$ cat config.mk
export PLATFORM = sky130hd
export DESIGN_NAME = avm_burst_arbiter_flat
export DESIGN_NICKNAME = d
export VERILOG_FILES = /design/src/rtl/avm_burst_arbiter_if.sv /design/src/rtl/avm_burst_arbiter.sv /design/src/flat_wrapper.sv
export SDC_FILE = /design/constraint.sdc
export NUM_CORES = 1
export LEC_CHECK = 0
export BUFFER_PORTS_ARGS = -buffer_cell sky130_fd_sc_hd__buf_2
export CAP_MARGIN = 20
export CORE_MARGIN = 4
export CORE_UTILIZATION = 29
export DETAILED_ROUTE_END_ITERATION = 10
export GPL_TIMING_DRIVEN = 0
export PLACE_DENSITY = 0.57
export SLEW_MARGIN = 10
export SYNTH_ARGS = -nofsm -noshare
export SYNTH_HDL_FRONTEND = slang
export SYNTH_SLANG_ARGS = --single-unit
$ cat constraint.sdc
create_clock -name clk -period 3.38 [get_ports clk]
set_input_delay 0 -clock clk [delete_from_list [all_inputs] [get_ports clk]]
set_output_delay 0 -clock clk [all_outputs]
set_load 0.02 [all_outputs]
$ cat src/rtl/avm_burst_arbiter_if.sv
// Avalon-MM burst port bundle. The master side drives the command and write data;
// the slave side drives the stall and the read return.
interface avm_burst_arbiter_if #(
  parameter int ADDR_W  = 32,
  parameter int DATA_W  = 32,
  parameter int BURST_W = 12
);
  logic [ADDR_W-1:0]  address;
  logic [BURST_W-1:0] burstcount;
  logic               read;
  logic               write;
  logic [DATA_W-1:0]  writedata;
  logic               waitrequest;
  logic [DATA_W-1:0]  readdata;
  logic               readdatavalid;

  modport master (output address, burstcount, read, write, writedata,
                  input  waitrequest, readdata, readdatavalid);
  modport slave  (input  address, burstcount, read, write, writedata,
                  output waitrequest, readdata, readdatavalid);
endinterface

$ cat src/rtl/avm_burst_arbiter.sv
// Two-master to one-slave Avalon-MM burst arbiter: round-robin grant per whole burst,
// with an in-order queue of outstanding reads that steers returned data to its issuer.
module avm_burst_arbiter #(
  parameter int ADDR_W    = 32,
  parameter int DATA_W    = 32,
  parameter int BURST_W   = 12,
  parameter int RDQ_DEPTH = 4
) (
  input  logic                clk,
  input  logic                rst,
  avm_burst_arbiter_if.slave  m0,
  avm_burst_arbiter_if.slave  m1,
  avm_burst_arbiter_if.master s,
  output logic [1:0]          grant,
  output logic                protocol_err
);
  localparam int PTR_W = $clog2(RDQ_DEPTH);
  localparam logic [PTR_W:0]   Q_FULL = RDQ_DEPTH[PTR_W:0];
  localparam logic [BURST_W-1:0] ONE  = {{(BURST_W-1){1'b0}}, 1'b1};

  typedef enum logic {ARB, CMD} state_t;

  state_t             state_reg;
  logic [1:0]         grant_reg;
  logic               last_grant_reg;
  logic               first_reg;
  logic               wr_active_reg;
  logic [BURST_W-1:0] wr_left_reg;

  logic               q_id_mem [RDQ_DEPTH];
  logic [BURST_W-1:0] q_bc_mem [RDQ_DEPTH];
  logic [PTR_W-1:0]   q_wr_ptr_reg;
  logic [PTR_W-1:0]   q_rd_ptr_reg;
  logic [PTR_W:0]     q_count_reg;
  logic               head_loaded_reg;
  logic [BURST_W-1:0] head_rem_reg;
  logic               protocol_err_reg;

  logic               in_cmd;
  logic               sel;
  logic [1:0]         elig;
  logic               arb_win;
  logic               q_full;
  logic               q_empty;
  logic               rd_acc;
  logic               wr_acc;
  logic [BURST_W-1:0] s_bc_eff;
  logic [BURST_W-1:0] head_rem;
  logic               head_id;
  logic               rdv_hit;
  logic               pop;
  logic               cmd_done;

  assign in_cmd  = (state_reg == CMD);
  assign sel     = grant_reg[1];
  assign q_full  = (q_count_reg == Q_FULL);
  assign q_empty = (q_count_reg == '0);

  // Only the granted master reaches the slave, and only while in CMD
  assign s.address    = sel ? m1.address    : m0.address;
  assign s.burstcount = sel ? m1.burstcount : m0.burstcount;
  assign s.writedata  = sel ? m1.writedata  : m0.writedata;
  assign s.read       = in_cmd && (sel ? m1.read  : m0.read);
  assign s.write      = in_cmd && (sel ? m1.write : m0.write);

  assign m0.waitrequest = !(in_cmd && grant_reg[0]) || s.waitrequest;
  assign m1.waitrequest = !(in_cmd && grant_reg[1]) || s.waitrequest;

  assign rd_acc   = s.read  && !s.waitrequest;
  assign wr_acc   = s.write && !s.waitrequest;
  assign s_bc_eff = (s.burstcount == '0) ? ONE : s.burstcount;

  // A full read queue blocks only reads; writes stay eligible
  assign elig[0] = m0.write || (m0.read && !q_full);
  assign elig[1] = m1.write || (m1.read && !q_full);
  assign arb_win = elig[~last_grant_reg] ? ~last_grant_reg : last_grant_reg;

  always_comb begin
    cmd_done = 1'b0;
    if (in_cmd) begin
      if (first_reg && !s.read && !s.write)
        cmd_done = 1'b1;
      else if (rd_acc)
        cmd_done = 1'b1;
      else if (wr_acc)
        cmd_done = wr_active_reg ? (wr_left_reg == ONE) : (s_bc_eff == ONE);
    end
  end

  always_ff @(posedge clk or posedge rst) begin
    if (rst) begin
      state_reg      <= ARB;
      grant_reg      <= 2'b00;
      last_grant_reg <= 1'b1;
      first_reg      <= 1'b0;
      wr_active_reg  <= 1'b0;
      wr_left_reg    <= '0;
    end else begin
      case (state_reg)
        ARB: begin
          if (elig != 2'b00) begin
            state_reg      <= CMD;
            grant_reg      <= arb_win ? 2'b10 : 2'b01;
            last_grant_reg <= arb_win;
            first_reg      <= 1'b1;
            wr_active_reg  <= 1'b0;
          end
        end
        CMD: begin
          first_reg <= 1'b0;
          if (cmd_done) begin
            state_reg     <= ARB;
            grant_reg     <= 2'b00;
            wr_active_reg <= 1'b0;
          end else if (wr_acc) begin
            // burstcount is latched on the first accepted word of a write burst
            wr_active_reg <= 1'b1;
            wr_left_reg   <= wr_active_reg ? (wr_left_reg - ONE) : (s_bc_eff - ONE);
          end
        end
        default: state_reg <= ARB;
      endcase
    end
  end

  // Read return: the queue head decides which master sees each valid word
  assign head_id  = q_id_mem[q_rd_ptr_reg];
  assign head_rem = head_loaded_reg ? head_rem_reg : q_bc_mem[q_rd_ptr_reg];
  assign rdv_hit  = s.readdatavalid && !q_empty;
  assign pop      = rdv_hit && (head_rem == ONE);

  assign m0.readdata      = s.readdata;
  assign m1.readdata      = s.readdata;
  assign m0.readdatavalid = rdv_hit && !head_id;
  assign m1.readdatavalid = rdv_hit &&  head_id;

  always_ff @(posedge clk) begin
    if (rd_acc) begin
      q_id_mem[q_wr_ptr_reg] <= sel;
      q_bc_mem[q_wr_ptr_reg] <= s_bc_eff;
    end
  end

  always_ff @(posedge clk or posedge rst) begin
    if (rst) begin
      q_wr_ptr_reg     <= '0;
      q_rd_ptr_reg     <= '0;
      q_count_reg      <= '0;
      head_loaded_reg  <= 1'b0;
      head_rem_reg     <= '0;
      protocol_err_reg <= 1'b0;
    end else begin
      if (rd_acc)
        q_wr_ptr_reg <= q_wr_ptr_reg + 1'b1;
      if (pop)
        q_rd_ptr_reg <= q_rd_ptr_reg + 1'b1;
      case ({rd_acc, pop})
        2'b10:   q_count_reg <= q_count_reg + 1'b1;
        2'b01:   q_count_reg <= q_count_reg - 1'b1;
        default: q_count_reg <= q_count_reg;
      endcase
      if (rdv_hit) begin
        head_loaded_reg <= !pop;
        head_rem_reg    <= head_rem - ONE;
      end
      if (s.readdatavalid && q_empty)
        protocol_err_reg <= 1'b1;
    end
  end

  assign grant        = grant_reg;
  assign protocol_err = protocol_err_reg;
endmodule

$ cat src/flat_wrapper.sv
// flat-port wrapper written by rule: the top's interface ports become plain ports
module avm_burst_arbiter_flat 
#(
  parameter int ADDR_W    = 32,
  parameter int DATA_W    = 32,
  parameter int BURST_W   = 12,
  parameter int RDQ_DEPTH = 4
)
  (clk, rst, grant, protocol_err, m0_address, m0_burstcount, m0_read, m0_write, m0_writedata, m0_waitrequest, m0_readdata, m0_readdatavalid, m1_address, m1_burstcount, m1_read, m1_write, m1_writedata, m1_waitrequest, m1_readdata, m1_readdatavalid, s_address, s_burstcount, s_read, s_write, s_writedata, s_waitrequest, s_readdata, s_readdatavalid);
  avm_burst_arbiter_if #(.ADDR_W(ADDR_W), .DATA_W(DATA_W), .BURST_W(BURST_W)) m0_i ();
  avm_burst_arbiter_if #(.ADDR_W(ADDR_W), .DATA_W(DATA_W), .BURST_W(BURST_W)) m1_i ();
  avm_burst_arbiter_if #(.ADDR_W(ADDR_W), .DATA_W(DATA_W), .BURST_W(BURST_W)) s_i ();
  input  logic clk;
  input  logic rst;
  output logic [1:0] grant;
  output logic protocol_err;
  input wire logic [$bits(m0_i.address)-1:0] m0_address;
  input wire logic [$bits(m0_i.burstcount)-1:0] m0_burstcount;
  input wire logic [$bits(m0_i.read)-1:0] m0_read;
  input wire logic [$bits(m0_i.write)-1:0] m0_write;
  input wire logic [$bits(m0_i.writedata)-1:0] m0_writedata;
  output wire logic [$bits(m0_i.waitrequest)-1:0] m0_waitrequest;
  output wire logic [$bits(m0_i.readdata)-1:0] m0_readdata;
  output wire logic [$bits(m0_i.readdatavalid)-1:0] m0_readdatavalid;
  input wire logic [$bits(m1_i.address)-1:0] m1_address;
  input wire logic [$bits(m1_i.burstcount)-1:0] m1_burstcount;
  input wire logic [$bits(m1_i.read)-1:0] m1_read;
  input wire logic [$bits(m1_i.write)-1:0] m1_write;
  input wire logic [$bits(m1_i.writedata)-1:0] m1_writedata;
  output wire logic [$bits(m1_i.waitrequest)-1:0] m1_waitrequest;
  output wire logic [$bits(m1_i.readdata)-1:0] m1_readdata;
  output wire logic [$bits(m1_i.readdatavalid)-1:0] m1_readdatavalid;
  output wire logic [$bits(s_i.address)-1:0] s_address;
  output wire logic [$bits(s_i.burstcount)-1:0] s_burstcount;
  output wire logic [$bits(s_i.read)-1:0] s_read;
  output wire logic [$bits(s_i.write)-1:0] s_write;
  output wire logic [$bits(s_i.writedata)-1:0] s_writedata;
  input wire logic [$bits(s_i.waitrequest)-1:0] s_waitrequest;
  input wire logic [$bits(s_i.readdata)-1:0] s_readdata;
  input wire logic [$bits(s_i.readdatavalid)-1:0] s_readdatavalid;
  assign m0_i.address = m0_address;
  assign m0_i.burstcount = m0_burstcount;
  assign m0_i.read = m0_read;
  assign m0_i.write = m0_write;
  assign m0_i.writedata = m0_writedata;
  assign m0_waitrequest = m0_i.waitrequest;
  assign m0_readdata = m0_i.readdata;
  assign m0_readdatavalid = m0_i.readdatavalid;
  assign m1_i.address = m1_address;
  assign m1_i.burstcount = m1_burstcount;
  assign m1_i.read = m1_read;
  assign m1_i.write = m1_write;
  assign m1_i.writedata = m1_writedata;
  assign m1_waitrequest = m1_i.waitrequest;
  assign m1_readdata = m1_i.readdata;
  assign m1_readdatavalid = m1_i.readdatavalid;
  assign s_address = s_i.address;
  assign s_burstcount = s_i.burstcount;
  assign s_read = s_i.read;
  assign s_write = s_i.write;
  assign s_writedata = s_i.writedata;
  assign s_i.waitrequest = s_waitrequest;
  assign s_i.readdata = s_readdata;
  assign s_i.readdatavalid = s_readdatavalid;
  avm_burst_arbiter #(.ADDR_W(ADDR_W), .DATA_W(DATA_W), .BURST_W(BURST_W), .RDQ_DEPTH(RDQ_DEPTH)) u_core (.clk(clk), .rst(rst), .m0(m0_i), .m1(m1_i), .s(s_i), .grant(grant), .protocol_err(protocol_err));
endmodule
---- After elaboration in Yosys (flattened, before gate mapping) ----
Memories as Yosys holds them, arrays and structs flattened.
Index checks and enable logic that the tools add are counted.
storage, ports and cells
  memory bits (read-only) ................. 0
  memories kept ........................... 2
  latch bits .............................. 0
  bits in writable memories ............... 52
  input port bits ......................... 192
  logic and storage cells ................. 102
  register bits after elaboration ......... 39
operators by class
  mux-type cells .......................... 32
  reduce and logical (&&, ||, !) cells .... 36
  div/mod/pow operators ................... 0
  shift-type cells ........................ 0
  equal/unequal tests ..................... 9
  bitwise operators ....................... 3
  $add $sub $neg .......................... 7
  $mul .................................... 0
  magnitude comparators ................... 1
memory list
  memory           depth  width  rd ports  clocked after Yosys merged registers in  write ports  line                     RTL
  u_core.q_bc_mem  4      12     1         0                                        1            avm_burst_arbiter.sv:31  logic [BURST_W-1:0] q_bc_mem [RDQ_DEPTH];
  u_core.q_id_mem  4      1      1         0                                        1            avm_burst_arbiter.sv:30  logic q_id_mem [RDQ_DEPTH];
operator list
  kind                     count
  $mux W32                 2
  $mux W12                 4
  $eq A12 B1 Y1 const B    3
  $sub A12 B1 Y12 const B  3
  $mux W1                  18
  $logic_and A1 B1 Y1      15
  $logic_not A12 Y1        1
  $logic_not A1 Y1         9
  $mux W2                  3
  $pmux W1 S2              3
  $pmux W3 S2              1
  $reduce_and A2 Y1        3
  $add A2 B1 Y2 const B    2
  $logic_or A1 B1 Y1       4
  $pmux W2 S2              1
  $reduce_bool A2 Y1       2
  $add A3 B1 Y3 const B    1
  $eq A3 B3 Y1 const B     1
  $logic_not A3 Y1         1
  $ne A3 B3 Y1 const B     1
  $not A1 Y1               3
  $reduce_and A3 Y1        1
  $sub A3 B1 Y3 const B    1
  $eq A2 B1 Y1 const B     1
  4 further kinds          4

---- Longest topological paths before layout ----
Gate-level depths: netlist (run 1).
  depth after elaboration ................. 11
  depth in mapped cells ................... 16
  mapped depth without buffers ............ 12

---- Least setup slack after synthesis (run 1) ----
Ideal clock, no wire load.
  path kind ............................... register -> register
  start point ............................. register u_core.grant_reg[1] (netlist: u_core.grant[1])
  end point ............................... register u_core.wr_left_reg[11]
  setup slack ............................. 0.119 ns
  data arrival time ....................... 3.125 ns
  library setup time ...................... 0.136 ns
  stages on the path, launching flop included .. 16
  buffers on the path ..................... 6
  path through ............................ dfrtp_1 buf_6 clkbuf_1 clkbuf_1 buf_2 mux2_2 inv_1 ha_1 nand2b_1 a21oi_1 a31oi_1 and3_1 buf_6 clkbuf_1 o22ai_1 a21oi_1
on the way
  word-level cells in the longest chain between the ends .. 11
  elaborated cells between the ends (all ways) .. 23
  classes of those cells .................. add/sub: 1; eq/ne: 1; mux: 10; bitwise: 1; reduce/logical: 10
ends and longest elaborated chain
  item                         line                      RTL
  from (decl)                  avm_burst_arbiter.sv:24   logic [1:0] grant_reg;
  from (signal assigned)       avm_burst_arbiter.sv:103  grant_reg <= arb_win ? 2'b10 : 2'b01;
  $mux W12 (*)                 avm_burst_arbiter.sv:61   assign s.burstcount = sel ? m1.burstcount : m0.burstcount;
  $logic_not A12 Y1            avm_burst_arbiter.sv:71   assign s_bc_eff = (s.burstcount == '0) ? ONE : s.burstcount;
  $mux W12 (*)                 avm_burst_arbiter.sv:71
  net u_core.s_bc_eff[1]       avm_burst_arbiter.sv:47   logic [BURST_W-1:0] s_bc_eff;
  $eq A12 B1 Y1                avm_burst_arbiter.sv:86   cmd_done = wr_active_reg ? (wr_left_reg == ONE) : (s_bc_eff == ONE);
  $mux W1                      avm_burst_arbiter.sv:86
  $mux W1                      avm_burst_arbiter.sv:85   else if (wr_acc)
  $mux W1                      avm_burst_arbiter.sv:83   else if (rd_acc)
  $mux W1                      avm_burst_arbiter.sv:81   if (first_reg && !s.read && !s.write)
  $mux W1                      avm_burst_arbiter.sv:80   if (in_cmd) begin
  $not A1 Y1 (no line)         --
  $reduce_and A3 Y1 (no line)  --
  to (signal assigned)         avm_burst_arbiter.sv:118  wr_left_reg <= wr_active_reg ? (wr_left_reg - ONE) : (s_bc_eff - ONE);
  to (decl)                    avm_burst_arbiter.sv:28   logic [BURST_W-1:0] wr_left_reg;
Mark *: on every way through the listed nets, which the timed path passes. The rest lies on a longest branch.
A chain may end at the register's enable or synchronous reset.

---- Worst setup path in the final report (run 1) ----
  start point ............................. register u_core.grant_reg[1] (netlist: u_core.grant[1])
  end point ............................... register u_core.wr_left_reg[6]
Same word-level chain as after synthesis.

==> metrics.cfg, run 1 <==
[power_and_ir_drop]
intPower_w = 0.003305
total_power_w = 0.005671
power_frac_seq = 0.298
power_frac_clock = 0.161
p_leak_nw = 3.824
power.share.combinational = 0.541
power.density_cell_area_nw_per_um2 = 670.0
switchingPower_w = 0.002366
peakVddDrop_v = 0.0002869
switching_share = 0.4172

[global_route]
grt_pass1_wl_um = 29770
grt_max_degree = 21
antenna_found_initial = 1
grt_util_all_layers = 0.1600
overflow = 0
grt_pass1_vias = 5561

[critical_path]
slowest_delay_ns = 0.42
cp_max_fo = 10
crit_chain = buf_4 -> or3_1 -> a222oi_1 -> buf_4 -> a31o_4 -> ha_1 -> nand2b_1 -> a21oi_1 -> a31oi_1 -> and3_1 -> buf_6 -> clkbuf_2 -> o22ai_1 -> a21oi_1
cp_top_family = compound AO/OA/AOI/OAI gates
cp.arrival_ns = 3.39
cp-end-kind = flip-flop
setup.worst_path.class = reg -> reg
required_ns = 3.59
cp_num_buf_inv = 4
critPathLaunchType = flip-flop
slowest_stage = dfrtp_2

[sta]
tns_ns = 0
period_minus_slack_ns = 3.180
drv_slew = 0
max_freq_ghz = 0.3144
hold_viol = 0
fin_skew_ns = 0.004668
rsz0062_at_grt = false
maxSlewHeadroom = 0.5363
finalCritPeriodShare = 0.9410
setup_viol_count_final = 0
tightest_slew_ns = 0.6956

[layout]
largest_reg_flops = 48
nets = 1111
final_common_cell = buf_2
drive_above_1_share = 0.5609
area_delta_synth_final_pct = 37.22
multiInputGateArea_um2 = 2972
n_antenna_cell = 0
n_fill_cell = 2115
seqCellArea_um2 = 2540
final_cell_mix = 313 x buf_2, 89 x mux2_2, 73 x buf_4

[logic_synthesis]
syn_nets = 783
synth_cell_type_count = 57
yosysSeqAreaShare = 0.4116
async_flop_share = 0.4286
ys_ff_latch = 91
syn_area_per_cell_um2 = 10.65
syn_area_um2 = 6168
synth_edf_count = 52
ys_warn_count = 0
synth_top_flop_cell = edfxtp_1
syn_inst = 579

[die]
start_util = 0.2944
die_area_um2 = 23670
die_width_um = 153.8
dieHeight_um = 153.8
rows = 53
coreArea_um2 = 20960
pin_count = 341

[drt]
wl_per_cell_um = 16.78
ant_nets = 0
firstDrtPassIters = 4
vias = 5446
route.detailed.drc = 0
routed_wl_um = 19900
via_per_inst = 4.592
drtIter0Drc = 217

[clocking]
cts_root_buffer = clkbuf_16
numCtsBuffers = 9
cts_tree = done
htree_levels = 3
cts.sinks = 91
clockBufferDepth = 2
clock_latency_ns = 0.35
clkSlewWorstSetupHoldPaths_ns = 0.06

[worst_hold_path]
hp-class = in -> reg

[placed_design]
dp_hpwl_um = 16330
io_buffer_count = 308
gp_congestion = 0.8736

[job]
drv_cap = 0

[outcome]
status = complete, no violations

[metrics by stage]
| step | setup slack [ns] | util | hold WS, ns | instances | area (um2) |
|---|---|---|---|---|---|
| floorplan | 0.1193 | - | 0.1126 | 579 | 6168 |
| global placement | -0.9693 | 0.3843 | 0.2190 | 1162 | 8054 |
| detailed placement | -0.9373 | 0.3857 | 0.07396 | 1163 | 8082 |
| CTS | 0.01398 | 0.4010 | 0.03433 | 1182 | 8403 |
| global route | 0.005649 | 0.4039 | 0.06819 | 1186 | 8464 |
| finish | 0.1995 | 0.4039 | 0.04609 | 1186 | 8464 |
[worst paths after layout]
check / start / to / slack [ns] / cells past startpoint
setup / recovery: u_core.grant[1] / u_core.wr_left_reg[6] / 0.20 / 14
hold / removal: m1_burstcount[6] / u_core.q_bc_mem[3][6] / 0.05 / 2
setup reg to reg: u_core.grant[1] / u_core.wr_left_reg[6] / 0.20 / 14
hold reg to reg: u_core.protocol_err / u_core.protocol_err / 0.45 / 1
max in group asynchronous: rst / u_core.last_grant_reg / 2.58 / 4
min in group asynchronous: rst / u_core.q_count_reg[2] / 0.24 / 3
[area by class of cell]
| type | instances | share of cell area |
|---|---|---|
| inverter | 17 | 0.007539 |
| clock buffer | 10 | 0.02705 |
| multi-input combinational | 380 | 0.3511 |
| sequential | 91 | 0.3001 |
| clock inverter | 5 | 0.003695 |
| tap | 275 | 0.04065 |
| timing repair buffer | 318 | 0.1939 |
| buffer | 90 | 0.07598 |
[timing repair]
item                       4_1_cts  5_1_grt
resized for setup                8        7
hold endpoints to repair        20        0
setup endpoints to repair       43       13
hold buffers                     2        0
pin swaps                        2        4
buffers inserted                 3        4
[Yosys cell counts, types with 4 or more instances]
cell type  count  area (um2)
buf_2          7       35.03
nor3b_1        6       45.04
o22ai_1        7       43.79
nand2b_1       9       56.30
clkbuf_1      14       52.55
mux2_2        89        1002
nor3_1         7       35.03
mux2i_1       24       240.2
dfrtp_1       38       950.9
nand2_1       40       150.1
ha_1          11       137.6
and3_1         5       31.28
nand3_1       12       60.06
edfxtp_1      52        1562
a21oi_1       14       70.07
o21ai_1        9       45.04
nor2_1        27       101.4
nor4_1         4       25.02
xor2_1        13       113.9
nand4_1        5       31.28
or3_1          4       25.02
a22oi_1        7       52.55
o21ai_0       30       150.1
xnor2_1        9       78.83
buf_4         67       503.0
and2_1         6       37.54
inv_1         17       63.81
[logic make-up (layout without fill, tap and decap cells)]
group,Yosys count,after routing,share of synthesized area
AND/OR/NAND/NOR,138,138,0.1142
multiplexers,116,116,0.2124
buffers and inverters,108,440,0.1116
AO/OA/AOI/OAI,92,92,0.09351
flip-flops,91,91,0.4116
XOR/XNOR,22,22,0.03124
adder cells (fa/ha/maj),12,12,0.02556
[power groups by stage]
stage | Sequential [W] | Clock, W | Combinational, W
final | 0.00169 | 0.000912 | 0.00307
after global routing | 0.00173 | 0.000975 | 0.00334
after CTS | 0.00170 | 0.000932 | 0.00303
after detailed placement | 0.00172 | 0 | 0.00300
after global placement | 0.00172 | 0 | 0.00297
after floorplan | 0.00169 | 0 | 0.00213
[per-layer routing]
metal	global-route usage	wire [um]	vias up
li1	-	-	2683
met1	0.1705	7125	2512
met2	0.3000	10700	221
met3	0.04700	1508	28
met4	0.05467	549	2
met5	0	13	-
Power figures use the tool's default switching activity.
==> run 2: changes to the inputs <==
--- a/config.mk
+++ b/config.mk
@@ -7,2 +7,3 @@
 export LEC_CHECK = 0
+export ABC_AREA = 1
 export BUFFER_PORTS_ARGS = -buffer_cell sky130_fd_sc_hd__buf_2
@@ -12,4 +13,3 @@
 export DETAILED_ROUTE_END_ITERATION = 10
-export GPL_TIMING_DRIVEN = 0
-export PLACE_DENSITY = 0.57
+export PLACE_DENSITY = 0.56
 export SLEW_MARGIN = 10
==> constraint.sdc (replaced) <==
create_clock -name clk -period 3.38 [get_ports clk]
set_input_delay 0.169 -clock clk [delete_from_list [all_inputs] [get_ports clk]]
set_output_delay 0.169 -clock clk [all_outputs]
set_load 0.02 [all_outputs]
==> run 2 against run 1 <==
The run now ends with hold timing left. Critical path depth rose by 4. Global-route usage rose by 1.4 points. Clock skew rose by 0.0063 ns. Power rose by 18%.
==> metrics.cfg, run 2 <==
[die]
die_width_um = 160.2
die_area_um2 = 25650
pin_count = 341
rows = 55
start_util = 0.2956
dieHeight_um = 160.2
coreArea_um2 = 22710

[placed_design]
dp_hpwl_um = 18940
io_buffer_count = 244
gp_congestion = 0.8997
dpl_cell_area_um2 = 7697

[drt]
vias = 6420
wl_per_cell_um = 16.11
wl_met2_um = 10960
via_per_inst = 4.502
wl_met3_um = 1470
drt-met1-wl_um = 10140
firstDrtPassIters = 5
drtIter0Drc = 308
ant_nets = 0
routed_wl_um = 22970
dr.max_layer_used = met4
route.detailed.drc = 0

[clocking]
numCtsBuffers = 9
cts.sinks = 91
cts_setup_buffers = 0
clockBufferDepth = 2
htree_levels = 3
clock_latency_ns = 0.34
cts_hold_buffers = 0
cts_tree = done
clkSlewWorstSetupHoldPaths_ns = 0.07
cts_resized = 0
cts_root_buffer = clkbuf_16

[logic_synthesis]
syn_area_per_cell_um2 = 6.943
synth_top_area_frac = 0.2326
synth_cell_type_count = 44
syn_inst = 967
async_flop_share = 0.4286
synth_common_cells = 409 x nand2_1, 100 x inv_1, 68 x nor2_1, 65 x buf_4, 52 x edfxtp_1
synth_area_leaders = edfxtp_1 23%, nand2_1 23%, dfrtp_1 14%, buf_4 7.3%, inv_1 5.6%
yosysMostFrequentCell = nand2_1
syn_area_um2 = 6714
ys_ff_latch = 91
ys_warn_count = 0
syn_nets = 1171
synth_top_flop_cell = edfxtp_1
yosysSeqAreaShare = 0.3781
synth_edf_count = 52
synth_top_area_cell = edfxtp_1

[power_and_ir_drop]
p_leak_nw = 4.339
peakVddDrop_v = 0.0006209
power.density_cell_area_nw_per_um2 = 837.2

[sta]
tightest_slew_ns = 0.8054
tns_ns = 0
hold_viol = 18
holdWs_ns = -0.02753
fin_skew_ns = 0.01101
period_minus_slack_ns = 2.970
max_freq_ghz = 0.3367
drv_slew = 0
maxSlewHeadroom = 0.4625
setup_viol_count_final = 0
rsz0062_at_grt = false
finalCritPeriodShare = 0.8787

[critical_path]
cp.arrival_ns = 3.21
required_ns = 3.62
cp_max_fo = 30
critPathLaunchType = flip-flop
worst_path_most_repeated_cell = nand2_1
cp-end-kind = flip-flop
cp_top_family = simple AND/OR/NAND/NOR gates
slowest_stage = dfrtp_4
reg2reg_setup_slack_ns = 0.41
slowest_delay_ns = 0.63
crit_chain = buf_4 -> nand2_1 -> nand2_1 -> nand2_1 -> nor2_4 -> nand3_1 -> nand2_1 -> ha_1 -> inv_1 -> nor2_1 -> nand3_1 -> nand2_1 -> nand2_2 -> nand2_4 -> nor2_8 -> clkinv_1 -> nand2_1 -> nand2_1
setup.worst_path.class = reg -> reg
cp_num_buf_inv = 3

[outcome]
status = finished with violations
violations = hold timing

[global_route]
antenna_found_initial = 2
grt_pass1_wl_um = 35140
grt_pass1_vias = 6175
overflow = 0
grt_max_degree = 61
grt_util_all_layers = 0.1744

[layout]
stdcell_area_um2 = 7975
largest_reg_flops = 48
area_delta_synth_final_pct = 18.78
n_antenna_cell = 0
finish.utilization = 0.3512
final_cell_mix = 409 x nand2_1, 244 x buf_2, 100 x inv_1
final_common_cell = nand2_1
drive_above_1_share = 0.2840
nets = 1340

[worst_hold_path]
hp-class = in -> async

[job]
drv_cap = 0

## run 2: layer usage
metal / vias to the layer above / track usage
li1: 3276 / -
met1: 2886 / 0.2260
met2: 237 / 0.2925
met3: 21 / 0.04748
met4: 0 / 0.03715
met5: - / 0
## run 2: worst paths after layout
check / depth (start not counted) / to / startpoint
worst max-delay path: 18 / u_core.wr_left_reg[11] / u_core.grant[1]
worst max register to register: 18 / u_core.wr_left_reg[11] / u_core.grant[1]
max in group asynchronous: 3 / u_core.last_grant_reg / rst
worst min-delay path: 2 / u_core.q_count_reg[0] / rst
worst min register to register: 1 / u_core.protocol_err / u_core.protocol_err
min in group clk: 2 / u_core.protocol_err / s_readdatavalid
## run 2: power breakdown
group	switching, W	leakage (nW)	internal [W]
logic	0.00277	3.27	0.00118
registers	0.000214	0.939	0.00156
clock network	0.000453	0.131	0.000508
## run 2: cells by family after synthesis
kind of cell             count (synthesis)  share of synthesized area
AND/OR/NAND/NOR                        575                     0.3550
AO/OA/AOI/OAI                           75                    0.07007
flip-flops                              91                     0.3781
XOR/XNOR                                 7                   0.009132
buffers and inverters                  207                     0.1642
adder cells (fa/ha/maj)                 12                    0.02348
## run 2: layout make-up
cell class | instances | area (um2)
Clock inverter | 6 | 48.80
Timing Repair Buffer | 256 | 1311
Multi-Input combinational cell | 669 | 3073
Inverter | 109 | 414.1
Fill cell | 2454 | 14730
Clock buffer | 10 | 229.0
Sequential cell | 91 | 2542
Tap cell | 285 | 356.6
## run 2: metrics by stage
| stage | total power (W) | worst slack (ns) | std cells |
|---|---|---|---|
| final | 0.006677 | 0.4099 | 1426 |
| after detailed placement | 0.005776 | 0.4118 | 1410 |
| after global routing | 0.007219 | 0.1085 | 1426 |
| after CTS | 0.006748 | 0.3937 | 1426 |
| after floorplan | 0.004637 | 0.8464 | 967 |
| after global placement | 0.005750 | 0.4422 | 1410 |
==> run 3: changes to the inputs <==
- PLACE_DENSITY: 0.56 -> 0.64
==> run 3 against run 2 <==
The flow now finishes without violations. Largest power group unchanged. Count of clock-buffer cells in the layout unchanged. Setup slack got worse by 0.047 ns. Utilization increased by 0.12 points. Critical path type unchanged. Global-route usage increased by 0.28 points. Fmax decreased by 1.6%. Critical endpoint unchanged. Clock skew decreased by 0.0014 ns. Die area unchanged. Wire length increased by 2.5%. Largest cell class unchanged. Clock power increased by 7%. Final area increased by 0.35%.
==> metrics.cfg, run 3 (same netlist as run 2, synthesis figures left out) <==
[outcome]
status = complete, no violations

[critical_path]
cp_top_family = simple AND/OR/NAND/NOR gates
slowest_stage = dfrtp_4
required_ns = 3.62
worst_path_most_repeated_cell = nand2_1
cp.arrival_ns = 3.26
cp_max_fo = 37
cp-end-kind = flip-flop
critPathLaunchType = flip-flop
timing.rr.start = u_core.grant[1]
slowest_delay_ns = 0.67
startpoint = u_core.grant[1]
setup.worst_path.class = reg -> reg
crit_chain = inv_6 -> nand2_1 -> nand2_1 -> nand2_1 -> nor2_4 -> nand3_1 -> nand2_1 -> ha_1 -> inv_1 -> nor2_1 -> nand3_1 -> nand2_1 -> nand2_2 -> nand2_4 -> nor2_8 -> clkinv_1 -> nand2_1 -> nand2_1
cp_num_buf_inv = 3

[sta]
fin_skew_ns = 0.009570
tns_ns = 0
period_minus_slack_ns = 3.017
tightest_slew_ns = 0.8646
drv_slew = 0
max_freq_ghz = 0.3314
finalCritPeriodShare = 0.8926
maxSlewHeadroom = 0.4175
setup_viol_count_final = 0
rsz0062_at_grt = false
hold_viol = 0

[drt]
firstDrtPassIters = 5
drtIter0Drc = 495
wl_per_cell_um = 16.50
via_per_inst = 4.520
route.detailed.drc = 0
routed_wl_um = 23550
vias = 6450
ant_nets = 0

[job]
drv_cap = 0

[global_route]
grt_pass1_vias = 5983
grt_pass1_wl_um = 34980
grt_util_all_layers = 0.1772
antenna_found_initial = 5
grt_max_degree = 67
overflow = 0

[clocking]
cts_resized = 0
clkSlewWorstSetupHoldPaths_ns = 0.07
cts_setup_buffers = 0
cts_root_buffer = clkbuf_16
cts.sinks = 91
cts_hold_buffers = 1
clock_latency_ns = 0.35
htree_levels = 3
clockBufferDepth = 2
cts_tree = done
numCtsBuffers = 9

[die]
rows = 55
coreArea_um2 = 22710
dieHeight_um = 160.2
pin_count = 341
die_width_um = 160.2
start_util = 0.2956
die_area_um2 = 25650

[power_and_ir_drop]
power.density_cell_area_nw_per_um2 = 847.5
power_frac_clock = 0.152
switching_share = 0.5123
intPower_w = 0.003308
p_leak_nw = 4.346
switchingPower_w = 0.003475
power.share.combinational = 0.584
peakVddDrop_v = 0.0003976
power_frac_seq = 0.264

[layout]
final_cell_mix = 409 x nand2_1, 244 x buf_2, 100 x inv_1
finish.utilization = 0.3524
area_delta_synth_final_pct = 19.20
largest_reg_flops = 48
drive_above_1_share = 0.2831
final_common_cell = nand2_1
n_fill_cell = 2459
nets = 1340

[placed_design]
dp_hpwl_um = 19290
io_buffer_count = 244
gp_congestion = 0.9321

[worst_hold_path]
min-delay-start = s_readdatavalid
hp-class = in -> reg

[run 3: metal layers]
metal / up-vias / part of all wire / global-route usage
met5: - / 0.0020 / 0
met4: 6 / 0.027 / 0.06062
met3: 31 / 0.088 / 0.06348
met2: 282 / 0.44 / 0.2665
met1: 2849 / 0.44 / 0.2364
li1: 3282 / - / -
[run 3: final timing paths]
kind,slack [ns],cells past startpoint,endpoint
setup / recovery,0.36,18,u_core.wr_left_reg[11]
hold / removal,0.10,2,u_core.protocol_err
setup reg to reg,0.36,18,u_core.wr_left_reg[11]
hold reg to reg,0.47,1,u_core.protocol_err
max in group asynchronous,2.49,4,u_core.grant[1]
min in group asynchronous,0.49,4,u_core.wr_left_reg[0]
[run 3: power by group through the flow]
stage	Combinational (W)	Clock [W]	Sequential [W]
5_1_grt	0.00438	0.00110	0.00184
3_3_place_gp	0.00393	0	0.00180
3_5_place_dp	0.00397	0	0.00181
6_report	0.00396	0.00103	0.00179
4_1_cts	0.00399	0.00106	0.00179
2_1_floorplan	0.00291	0	0.00172
[run 3: area by class of cell]
cell class | count | area (um2) | share of cell area
tap | 285 | 356.6 | 0.04456
sequential | 91 | 2542 | 0.3177
clock buffer | 10 | 229.0 | 0.02861
multi-input combinational | 669 | 3073 | 0.3840
antenna | 1 | 2.502 | 0.0003127
clock inverter | 6 | 71.32 | 0.008912
timing repair buffer | 256 | 1314 | 0.1642
inverter | 109 | 414.1 | 0.05175
[run 3: metrics by stage]
step                      total power, W  area (um2)  setup WS [ns]  hold slack [ns]  instances
final                           0.006782        8003         0.3629           0.1019       1427
after global routing            0.007309        8003        0.05850          0.09609       1427
after detailed placement        0.005779        7690         0.4097           0.3320       1409
after global placement          0.005732        7690         0.4902           0.3285       1409
after CTS                       0.006838        8000         0.3815          0.09101       1426
after floorplan                 0.004637        6714         0.8464           0.3508        967
